===== src/rtl/cmsdk_ahb_param_decoder_if.sv =====
`default_nettype none
// ----------------------------------------------------------------------------
// Module  : cmsdk_ahb_param_decoder_if
// Brief   : Bus bundle between a matrix input stage, the decoder and the
//           output stages (address-phase select and data-phase return path).
// Revision: 1.0 - initial release
// ----------------------------------------------------------------------------
interface cmsdk_ahb_param_decoder_if #(
  parameter int NUM_PORTS = 2,
  parameter int DATA_W    = 32,
  parameter int USER_W    = 32
);
  logic                          HREADYS;
  logic                          sel_dec;
  logic [21:0]                   decode_addr_dec;
  logic [1:0]                    trans_dec;
  logic [NUM_PORTS-1:0]          active_dec_i;
  logic [NUM_PORTS-1:0]          readyout_dec_i;
  logic [2*NUM_PORTS-1:0]        resp_dec_i;
  logic [DATA_W*NUM_PORTS-1:0]   rdata_dec_i;
  logic [USER_W*NUM_PORTS-1:0]   ruser_dec_i;

  logic [NUM_PORTS-1:0]          sel_dec_o;
  logic                          active_dec;
  logic                          HREADYOUTS;
  logic [1:0]                    HRESPS;
  logic [DATA_W-1:0]             HRDATAS;
  logic [USER_W-1:0]             HRUSERS;

  modport master (
    output HREADYS, sel_dec, decode_addr_dec, trans_dec,
           active_dec_i, readyout_dec_i, resp_dec_i, rdata_dec_i, ruser_dec_i,
    input  sel_dec_o, active_dec, HREADYOUTS, HRESPS, HRDATAS, HRUSERS
  );

  modport slave (
    input  HREADYS, sel_dec, decode_addr_dec, trans_dec,
           active_dec_i, readyout_dec_i, resp_dec_i, rdata_dec_i, ruser_dec_i,
    output sel_dec_o, active_dec, HREADYOUTS, HRESPS, HRDATAS, HRUSERS
  );
endinterface
`default_nettype wire


===== src/rtl/cmsdk_ahb_param_decoder.sv =====
`default_nettype none
// ----------------------------------------------------------------------------
// Module  : cmsdk_ahb_param_decoder
// Brief   : Parametrised BASE/MASK input-port decoder with built-in two-cycle
//           ERROR default slave. Optional unmapped-access log: DECODER_ERR_LOG_EN.
// Revision: 1.0 - initial release
// ----------------------------------------------------------------------------
module cmsdk_ahb_param_decoder #(
  parameter int               NUM_PORTS   = 2,
  parameter int               DATA_W      = 32,
  parameter int               USER_W      = 32,
  parameter logic [8*22-1:0]  REGION_BASE = {8{22'h000000}},
  parameter logic [8*22-1:0]  REGION_MASK = {8{22'h3fffff}}
) (
  input  logic                              HCLK,
  input  logic                              HRESET,
  cmsdk_ahb_param_decoder_if.slave          bus
`ifdef DECODER_ERR_LOG_EN
  ,
  input  logic                              err_clr,
  output logic                              err_valid,
  output logic [21:0]                       err_addr,
  output logic [7:0]                        err_count
`endif
);

  localparam int             PW         = $clog2(NUM_PORTS + 1);
  localparam logic [PW-1:0]  DS_IDX     = PW'(NUM_PORTS);
  localparam logic [1:0]     TRANS_IDLE = 2'b00;
  localparam logic [1:0]     RESP_OKAY  = 2'b00;
  localparam logic [1:0]     RESP_ERROR = 2'b01;

  typedef enum logic [1:0] {
    DS_IDLE = 2'b00,
    DS_ERR1 = 2'b01,
    DS_ERR2 = 2'b10
  } ds_state_t;

  logic [PW-1:0]  w_hit_port;
  logic [PW-1:0]  w_addr_port;
  logic [PW-1:0]  r_data_port;
  logic           w_sel_dft;
  logic           w_ds_accept;
  ds_state_t      r_ds_state;
  logic           r_ds_ready;
  logic [1:0]     r_ds_resp;

  // Descending scan so the lowest matching region wins on overlap.
  always_comb begin
    w_hit_port = DS_IDX;
    for (int i = NUM_PORTS - 1; i >= 0; i--) begin
      if ((bus.decode_addr_dec & REGION_MASK[i*22 +: 22]) ==
          (REGION_BASE[i*22 +: 22] & REGION_MASK[i*22 +: 22])) begin
        w_hit_port = PW'(i);
      end
    end
  end

  // An IDLE keeps pointing at the port still completing its data phase.
  always_comb begin
    if ((bus.trans_dec == TRANS_IDLE) && (r_data_port < DS_IDX)) begin
      w_addr_port = r_data_port;
    end else begin
      w_addr_port = w_hit_port;
    end
  end

  assign w_sel_dft   = bus.sel_dec & (w_addr_port == DS_IDX);
  assign w_ds_accept = w_sel_dft & bus.HREADYS & bus.trans_dec[1];

  always_comb begin
    bus.sel_dec_o  = '0;
    bus.active_dec = 1'b1;
    for (int i = 0; i < NUM_PORTS; i++) begin
      if (w_addr_port == PW'(i)) begin
        bus.sel_dec_o[i] = bus.sel_dec;
        bus.active_dec   = bus.active_dec_i[i];
      end
    end
  end

  always_ff @(posedge HCLK) begin
    if (HRESET) begin
      r_data_port <= DS_IDX;
    end else if (bus.HREADYS) begin
      r_data_port <= w_addr_port;
    end
  end

  always_ff @(posedge HCLK) begin
    if (HRESET) begin
      r_ds_state <= DS_IDLE;
      r_ds_ready <= 1'b1;
      r_ds_resp  <= RESP_OKAY;
    end else begin
      case (r_ds_state)
        DS_IDLE: begin
          if (w_ds_accept) begin
            r_ds_state <= DS_ERR1;
            r_ds_ready <= 1'b0;
            r_ds_resp  <= RESP_ERROR;
          end else begin
            r_ds_state <= DS_IDLE;
            r_ds_ready <= 1'b1;
            r_ds_resp  <= RESP_OKAY;
          end
        end
        DS_ERR1: begin
          r_ds_state <= DS_ERR2;
          r_ds_ready <= 1'b1;
          r_ds_resp  <= RESP_ERROR;
        end
        DS_ERR2: begin
          // A pipelined unmapped access restarts the error without an idle gap.
          if (w_ds_accept) begin
            r_ds_state <= DS_ERR1;
            r_ds_ready <= 1'b0;
            r_ds_resp  <= RESP_ERROR;
          end else begin
            r_ds_state <= DS_IDLE;
            r_ds_ready <= 1'b1;
            r_ds_resp  <= RESP_OKAY;
          end
        end
        default: begin
          r_ds_state <= DS_IDLE;
          r_ds_ready <= 1'b1;
          r_ds_resp  <= RESP_OKAY;
        end
      endcase
    end
  end

  always_comb begin
    bus.HREADYOUTS = r_ds_ready;
    bus.HRESPS     = r_ds_resp;
    bus.HRDATAS    = '0;
    bus.HRUSERS    = '0;
    for (int i = 0; i < NUM_PORTS; i++) begin
      if (r_data_port == PW'(i)) begin
        bus.HREADYOUTS = bus.readyout_dec_i[i];
        bus.HRESPS     = bus.resp_dec_i[2*i +: 2];
        bus.HRDATAS    = bus.rdata_dec_i[DATA_W*i +: DATA_W];
        bus.HRUSERS    = bus.ruser_dec_i[USER_W*i +: USER_W];
      end
    end
  end

`ifdef DECODER_ERR_LOG_EN
  logic         r_err_valid;
  logic [21:0]  r_err_addr;
  logic [7:0]   r_err_count;

  // A capture coinciding with a clear is kept as the first logged access.
  always_ff @(posedge HCLK) begin
    if (HRESET) begin
      r_err_valid <= 1'b0;
      r_err_addr  <= '0;
      r_err_count <= '0;
    end else if (err_clr) begin
      r_err_valid <= w_ds_accept;
      r_err_addr  <= w_ds_accept ? bus.decode_addr_dec : 22'd0;
      r_err_count <= {7'd0, w_ds_accept};
    end else if (w_ds_accept) begin
      if (r_err_count != 8'hff) begin
        r_err_count <= r_err_count + 8'd1;
      end
      if (!r_err_valid) begin
        r_err_valid <= 1'b1;
        r_err_addr  <= bus.decode_addr_dec;
      end
    end
  end

  assign err_valid = r_err_valid;
  assign err_addr  = r_err_addr;
  assign err_count = r_err_count;
`endif

endmodule
`default_nettype wire


===== src/flat_wrapper.sv =====
// flat-port wrapper written by rule: the top's interface ports become plain ports
module cmsdk_ahb_param_decoder_flat 
#(
  parameter int               NUM_PORTS   = 2,
  parameter int               DATA_W      = 32,
  parameter int               USER_W      = 32,
  parameter logic [8*22-1:0]  REGION_BASE = {8{22'h000000}},
  parameter logic [8*22-1:0]  REGION_MASK = {8{22'h3fffff}}
)
  (HCLK, HRESET, bus_HREADYS, bus_sel_dec, bus_decode_addr_dec, bus_trans_dec, bus_active_dec_i, bus_readyout_dec_i, bus_resp_dec_i, bus_rdata_dec_i, bus_ruser_dec_i, bus_sel_dec_o, bus_active_dec, bus_HREADYOUTS, bus_HRESPS, bus_HRDATAS, bus_HRUSERS);
  cmsdk_ahb_param_decoder_if #(.NUM_PORTS(NUM_PORTS), .DATA_W(DATA_W), .USER_W(USER_W)) bus_i ();
  input  logic HCLK;
  input  logic HRESET;
  input wire logic [$bits(bus_i.HREADYS)-1:0] bus_HREADYS;
  input wire logic [$bits(bus_i.sel_dec)-1:0] bus_sel_dec;
  input wire logic [$bits(bus_i.decode_addr_dec)-1:0] bus_decode_addr_dec;
  input wire logic [$bits(bus_i.trans_dec)-1:0] bus_trans_dec;
  input wire logic [$bits(bus_i.active_dec_i)-1:0] bus_active_dec_i;
  input wire logic [$bits(bus_i.readyout_dec_i)-1:0] bus_readyout_dec_i;
  input wire logic [$bits(bus_i.resp_dec_i)-1:0] bus_resp_dec_i;
  input wire logic [$bits(bus_i.rdata_dec_i)-1:0] bus_rdata_dec_i;
  input wire logic [$bits(bus_i.ruser_dec_i)-1:0] bus_ruser_dec_i;
  output wire logic [$bits(bus_i.sel_dec_o)-1:0] bus_sel_dec_o;
  output wire logic [$bits(bus_i.active_dec)-1:0] bus_active_dec;
  output wire logic [$bits(bus_i.HREADYOUTS)-1:0] bus_HREADYOUTS;
  output wire logic [$bits(bus_i.HRESPS)-1:0] bus_HRESPS;
  output wire logic [$bits(bus_i.HRDATAS)-1:0] bus_HRDATAS;
  output wire logic [$bits(bus_i.HRUSERS)-1:0] bus_HRUSERS;
  assign bus_i.HREADYS = bus_HREADYS;
  assign bus_i.sel_dec = bus_sel_dec;
  assign bus_i.decode_addr_dec = bus_decode_addr_dec;
  assign bus_i.trans_dec = bus_trans_dec;
  assign bus_i.active_dec_i = bus_active_dec_i;
  assign bus_i.readyout_dec_i = bus_readyout_dec_i;
  assign bus_i.resp_dec_i = bus_resp_dec_i;
  assign bus_i.rdata_dec_i = bus_rdata_dec_i;
  assign bus_i.ruser_dec_i = bus_ruser_dec_i;
  assign bus_sel_dec_o = bus_i.sel_dec_o;
  assign bus_active_dec = bus_i.active_dec;
  assign bus_HREADYOUTS = bus_i.HREADYOUTS;
  assign bus_HRESPS = bus_i.HRESPS;
  assign bus_HRDATAS = bus_i.HRDATAS;
  assign bus_HRUSERS = bus_i.HRUSERS;
  cmsdk_ahb_param_decoder #(.NUM_PORTS(NUM_PORTS), .DATA_W(DATA_W), .USER_W(USER_W), .REGION_BASE(REGION_BASE), .REGION_MASK(REGION_MASK)) u_core (.HCLK(HCLK), .HRESET(HRESET), .bus(bus_i));
endmodule

===== config.mk =====
export PLATFORM = sky130hd
export DESIGN_NAME = cmsdk_ahb_param_decoder_flat
export DESIGN_NICKNAME = d
export VERILOG_FILES = /design/src/rtl/cmsdk_ahb_param_decoder_if.sv /design/src/rtl/cmsdk_ahb_param_decoder.sv /design/src/flat_wrapper.sv
export SDC_FILE = /design/constraint.sdc
export NUM_CORES = 1
export LEC_CHECK = 0
export CORE_AREA = 4 4 90 92
export CTS_CLUSTER_DIAMETER = 60
export DETAILED_ROUTE_END_ITERATION = 12
export DIE_AREA = 0 0 94 96
export GPL_ROUTABILITY_DRIVEN = 0
export PLACE_DENSITY = 0.72
export SETUP_SLACK_MARGIN = 0.02
export SYNTH_ARGS = -nofsm -noshare
export SYNTH_HDL_FRONTEND = slang
export SYNTH_SLANG_ARGS = --single-unit

===== constraint.sdc =====
create_clock -name HCLK -period 1.3 [get_ports HCLK]
set_clock_uncertainty 0.15 [all_clocks]
set_input_delay 0.13 -clock HCLK [delete_from_list [all_inputs] [get_ports HCLK]]
set_output_delay 0.13 -clock HCLK [all_outputs]
set_load 0.02 [all_outputs]

==> impl_results.html <==
<table>
<tr><th>Metric</th><th>Value</th></tr>
<tr><th colspan="2">Run status</th></tr>
<tr><td>Outcome</td><td>finished with violations</td></tr>
<tr><td>Violated checks</td><td>negative setup slack</td></tr>
<tr><th colspan="2">STA</th></tr>
<tr><td>Setup violation total in the final timing report</td><td>71</td></tr>
<tr><td>RSZ-0062 raised after global routing</td><td>yes</td></tr>
<tr><td>Period utilisation layout</td><td>1.26</td></tr>
<tr><td>Worst slew margin relative to its limit</td><td>0.842</td></tr>
<tr><td>Maximum clock frequency</td><td>0.613 GHz</td></tr>
<tr><td>Transition time of the tightest slew-check pin</td><td>0.234 ns</td></tr>
<tr><td>Min setup slack post-route</td><td>-0.333 ns</td></tr>
<tr><td>Max Transition Viols Final</td><td>0</td></tr>
<tr><td>Number of hold violations in the final report</td><td>0</td></tr>
<tr><td>Time the worst path needs with I/O delays and setup</td><td>1.63 ns</td></tr>
<tr><th colspan="2">Floorplanning</th></tr>
<tr><td>Top Ports</td><td>234</td></tr>
<tr><td>Effective utilization at floorplan</td><td>0.186</td></tr>
<tr><td>Core box area</td><td>0.00721 mm²</td></tr>
<tr><td>Die Y-Extent</td><td>96 µm</td></tr>
<tr><td>Die outline area</td><td>0.00902 mm²</td></tr>
<tr><td>Horizontal die dimension</td><td>94 µm</td></tr>
<tr><td>Cell row count</td><td>31</td></tr>
<tr><th colspan="2">Critical path</th></tr>
<tr><td>Endpoint required time on the critical path</td><td>1.02 ns</td></tr>
<tr><td>CP Launch Type</td><td>flip-flop</td></tr>
<tr><td>Max FO, Critical Path</td><td>7</td></tr>
<tr><td>Crit-path max cell delay</td><td>0.37 ns</td></tr>
<tr><td>Critical path capture point type</td><td>output pin</td></tr>
<tr><td>Ordered cell list for the critical path</td><td>buf_12 -&gt; buf_16 -&gt; mux2i_4 -&gt; nor2_2 -&gt; buf_6</td></tr>
<tr><td>Cell with the largest stage delay on the worst path</td><td>sky130_fd_sc_hd__dfxtp_4</td></tr>
<tr><td>Data arrival time of the critical path</td><td>1.35 ns</td></tr>
<tr><td>Category of the critical setup timing path</td><td>flip-flop to output pin</td></tr>
<tr><th colspan="2">Clock network</th></tr>
<tr><td>Number of clock buffers inserted by TritonCTS</td><td>3</td></tr>
<tr><td>TritonCTS clock tree</td><td>done</td></tr>
<tr><td>Reg clk slew, reported paths</td><td>0.04 ns</td></tr>
<tr><td>Cts hold-fix bufs</td><td>0</td></tr>
<tr><td>Buffer type at the clock tree root</td><td>sky130_fd_sc_hd__clkbuf_8</td></tr>
<tr><td>H-tree levels</td><td>1</td></tr>
<tr><td>Maximum root-to-sink buffer count</td><td>2</td></tr>
<tr><td>CTS sink count</td><td>6</td></tr>
<tr><td>Clk_lat worst skew</td><td>0.23 ns</td></tr>
<tr><th colspan="2">Cells and area</th></tr>
<tr><td>Ratio of cells with drive above 1 in the final layout</td><td>0.578</td></tr>
<tr><td>Count of antenna diodes in the layout</td><td>0</td></tr>
<tr><td>P&amp;R area growth vs syn</td><td>263%</td></tr>
<tr><td>Number of nets in the layout</td><td>610</td></tr>
<tr><td>Multi-input gate area</td><td>0.00178 mm²</td></tr>
<tr><td>Final core area utilization</td><td>0.676</td></tr>
<tr><td>Number of fill cells</td><td>570</td></tr>
<tr><td>Sequential cell area</td><td>128 µm²</td></tr>
<tr><th colspan="2">Synth</th></tr>
<tr><td>Count of distinct cell types in the synthesized netlist</td><td>26</td></tr>
<tr><td>Post-Synthesis Net Count</td><td>355</td></tr>
<tr><td>Number of instances in the synthesized netlist</td><td>191</td></tr>
<tr><td>Netlist area before placement</td><td>0.00134 mm²</td></tr>
<tr><td>Synthesis warning total</td><td>0</td></tr>
<tr><td>Register bit count reported by yosys</td><td>6</td></tr>
<tr><td>Portion of the post-synthesis area used by sequential elements</td><td>0.0894</td></tr>
<tr><td>Syn Area/Cell</td><td>7.04 µm²</td></tr>
<tr><th colspan="2">Detailed routing</th></tr>
<tr><td>WL met1</td><td>2940 µm</td></tr>
<tr><td>DR vias</td><td>2436</td></tr>
<tr><td>DR WL met3</td><td>974 µm</td></tr>
<tr><td>Initial DRT Pass Iterations</td><td>3</td></tr>
<tr><td>Wirelength per Cell</td><td>17.1 µm</td></tr>
<tr><td>Total wire length</td><td>9280 µm</td></tr>
<tr><td>Met2 Wirelength</td><td>5150 µm</td></tr>
<tr><td>Post-DR vias/cell</td><td>4.48</td></tr>
<tr><td>DRC Markers</td><td>0</td></tr>
<tr><td>Final ANT Viol Nets</td><td>0</td></tr>
<tr><td>Number of DRC markers after the initial detailed-route iteration</td><td>32</td></tr>
<tr><td>Top layer reached by signal wires</td><td>met4</td></tr>
<tr><th colspan="2">Placement</th></tr>
<tr><td>DP Wirelength</td><td>6960 µm</td></tr>
<tr><td>I/O Buffers</td><td>233</td></tr>
<tr><td>Worst setup slack before clock tree synthesis</td><td>-1.04 ns</td></tr>
<tr><th colspan="2">Power and ir drop</th></tr>
<tr><td>Peak VDD IR</td><td>0.000197 V</td></tr>
<tr><td>Power density cells</td><td>252 mW/mm²</td></tr>
<tr><td>Static leakage</td><td>1.83 nW</td></tr>
<tr><th colspan="2">GRT</th></tr>
<tr><td>Antenna violations before repair</td><td>0</td></tr>
<tr><td>Vias in the first global route</td><td>2461</td></tr>
<tr><td>Wire length of the first global-routing pass</td><td>12500 µm</td></tr>
<tr><td>Combined global-route utilization of all metal layers</td><td>0.177</td></tr>
<tr><td>Largest net degree at the start of global routing</td><td>31</td></tr>
<tr><td>Leftover overflow at the end of global routing</td><td>0</td></tr>
<tr><th colspan="2">Run</th></tr>
<tr><td>Max capacitance violation total</td><td>0</td></tr>
<tr><th colspan="2">Hold path</th></tr>
<tr><td>Class of the most critical hold timing path</td><td>primary input to flip-flop</td></tr>
</table>
==> metrics by stage <==
stage | std cells | power [W] | hold WS [ns] | setup TNS [ns] | instance area, µm²
floorplan | 191 | 0.000299 | 0.0561 | -0.439 | 1570
global placement | 524 | 0.000808 | 0.366 | -34.87 | 4120
detailed placement | 524 | 0.000819 | 0.378 | -35.57 | 4120
CTS | 541 | 0.00116 | 0.330 | -19.84 | 4600
global route | 544 | 0.00128 | 0.331 | -23.42 | 4880
finish | 544 | 0.00123 | 0.287 | -19.93 | 4880
==> worst max-delay path, delay by kind of cell, from the launching register on <==
kind	cells	cell delay, ns
buf+inv	3	0.43
flops	1	0.37
mux	1	0.25
simple gates	1	0.06
==> where the power goes <==
group	total [W]	switching, W	internal [W]	leakage [nW]
clock	0.000306	0.0000935	0.000212	0.0228
sequential	0.000186	0.00000120	0.000184	0.0494
combinational	0.000737	0.000212	0.000524	1.75
total	0.00123	0.000307	0.000921	1.83
==> layout make-up <==
type | instances | area share
multi-input combinational | 166 | 0.365
tap | 99 | 0.0254
timing repair buffer | 267 | 0.573
clock buffer | 4 | 0.00923
sequential | 6 | 0.0262
inverter | 2 | 0.00154
==> state kept, by name, indices dropped and copies added (netlist names) <==
name and flops:
u_core.r_data_port 2, u_core.r_ds_ready 1, u_core.r_ds_resp 1, u_core.r_ds_state 2
==> cells in the final DEF, fill, tap and decap left out, types with 4 or more instances in the layout <==
cell type / instances
sky130_fd_sc_hd__buf_12: 6
sky130_fd_sc_hd__buf_16: 5
sky130_fd_sc_hd__buf_2: 8
sky130_fd_sc_hd__buf_4: 12
sky130_fd_sc_hd__buf_6: 74
sky130_fd_sc_hd__clkbuf_2: 12
sky130_fd_sc_hd__clkdlybuf4s15_1: 4
sky130_fd_sc_hd__clkdlybuf4s50_1: 139
sky130_fd_sc_hd__dfxtp_1: 4
sky130_fd_sc_hd__mux2i_1: 18
sky130_fd_sc_hd__mux2i_2: 29
sky130_fd_sc_hd__mux2i_4: 20
sky130_fd_sc_hd__nor2_2: 61
sky130_fd_sc_hd__nor2_4: 5
sky130_fd_sc_hd__nor4_2: 4
==> what timing repair did <==
item | CTS | global route
endpoints found under the setup margin | 75 | 75
cloned | 5 | 0
setup buffers | 9 | 5
pin swaps | 13 | 26
gates resized for setup | 484 | 96
==> worst paths after layout <==
kind | slack (ns) | to | depth (start not counted) | start
max | -0.33 | bus_HRUSERS[4] | 5 | u_core.r_data_port[0]$_SDFFE_PP0P_
min | 0.29 | u_core.r_ds_resp[0]$_SDFF_PP0_ | 5 | bus_decode_addr_dec[8]
max reg2reg | 0.12 | u_core.r_data_port[0]$_SDFFE_PP0P_ | 5 | u_core.r_data_port[1]$_SDFFE_PP1P_
min reg2reg | 0.39 | u_core.r_ds_state[1]$_SDFF_PP0_ | 2 | u_core.r_ds_state[1]$_SDFF_PP0_
==> synth_stat cells (all sizes together) <==
master / count / area [µm²]
nand2: 2 / 7.51
a41oi: 1 / 8.76
a31oi: 2 / 12.5
a21o: 2 / 15.0
and3: 1 / 6.26
nor4: 4 / 25.0
o21a: 1 / 7.51
nand4: 1 / 6.26
nor2: 68 / 255
nor3b: 2 / 15.0
or4: 1 / 11.3
mux2i: 67 / 671
nor4b: 1 / 15.0
clkbuf: 5 / 18.8
a21oi: 2 / 10.0
nor2b: 3 / 18.8
inv: 2 / 7.51
o21ai: 2 / 10.0
buf: 12 / 57.6
a32o: 1 / 10.0
nor3: 3 / 20.0
or2: 1 / 6.26
and4: 1 / 8.76
dfxtp: 6 / 120
==> cell families (layout without fill, tap and decap cells) <==
| group | count (synthesis) | after routing | share of synthesized area |
|---|---|---|---|
| AOI/OAI and AO/OA | 11 | 11 | 0.0549 |
| buffers and inverters | 19 | 273 | 0.0624 |
| DFF | 6 | 6 | 0.0894 |
| muxes | 67 | 67 | 0.499 |
| and+or+nand+nor | 88 | 88 | 0.294 |
==> layer usage <==
layer / up-vias / track usage
li1: 1177 / -
met1: 1106 / 0.165
met2: 136 / 0.361
met3: 17 / 0.0579
met4: 0 / 0.0566
met5: - / 0
(Power assumes the default switching activity.)
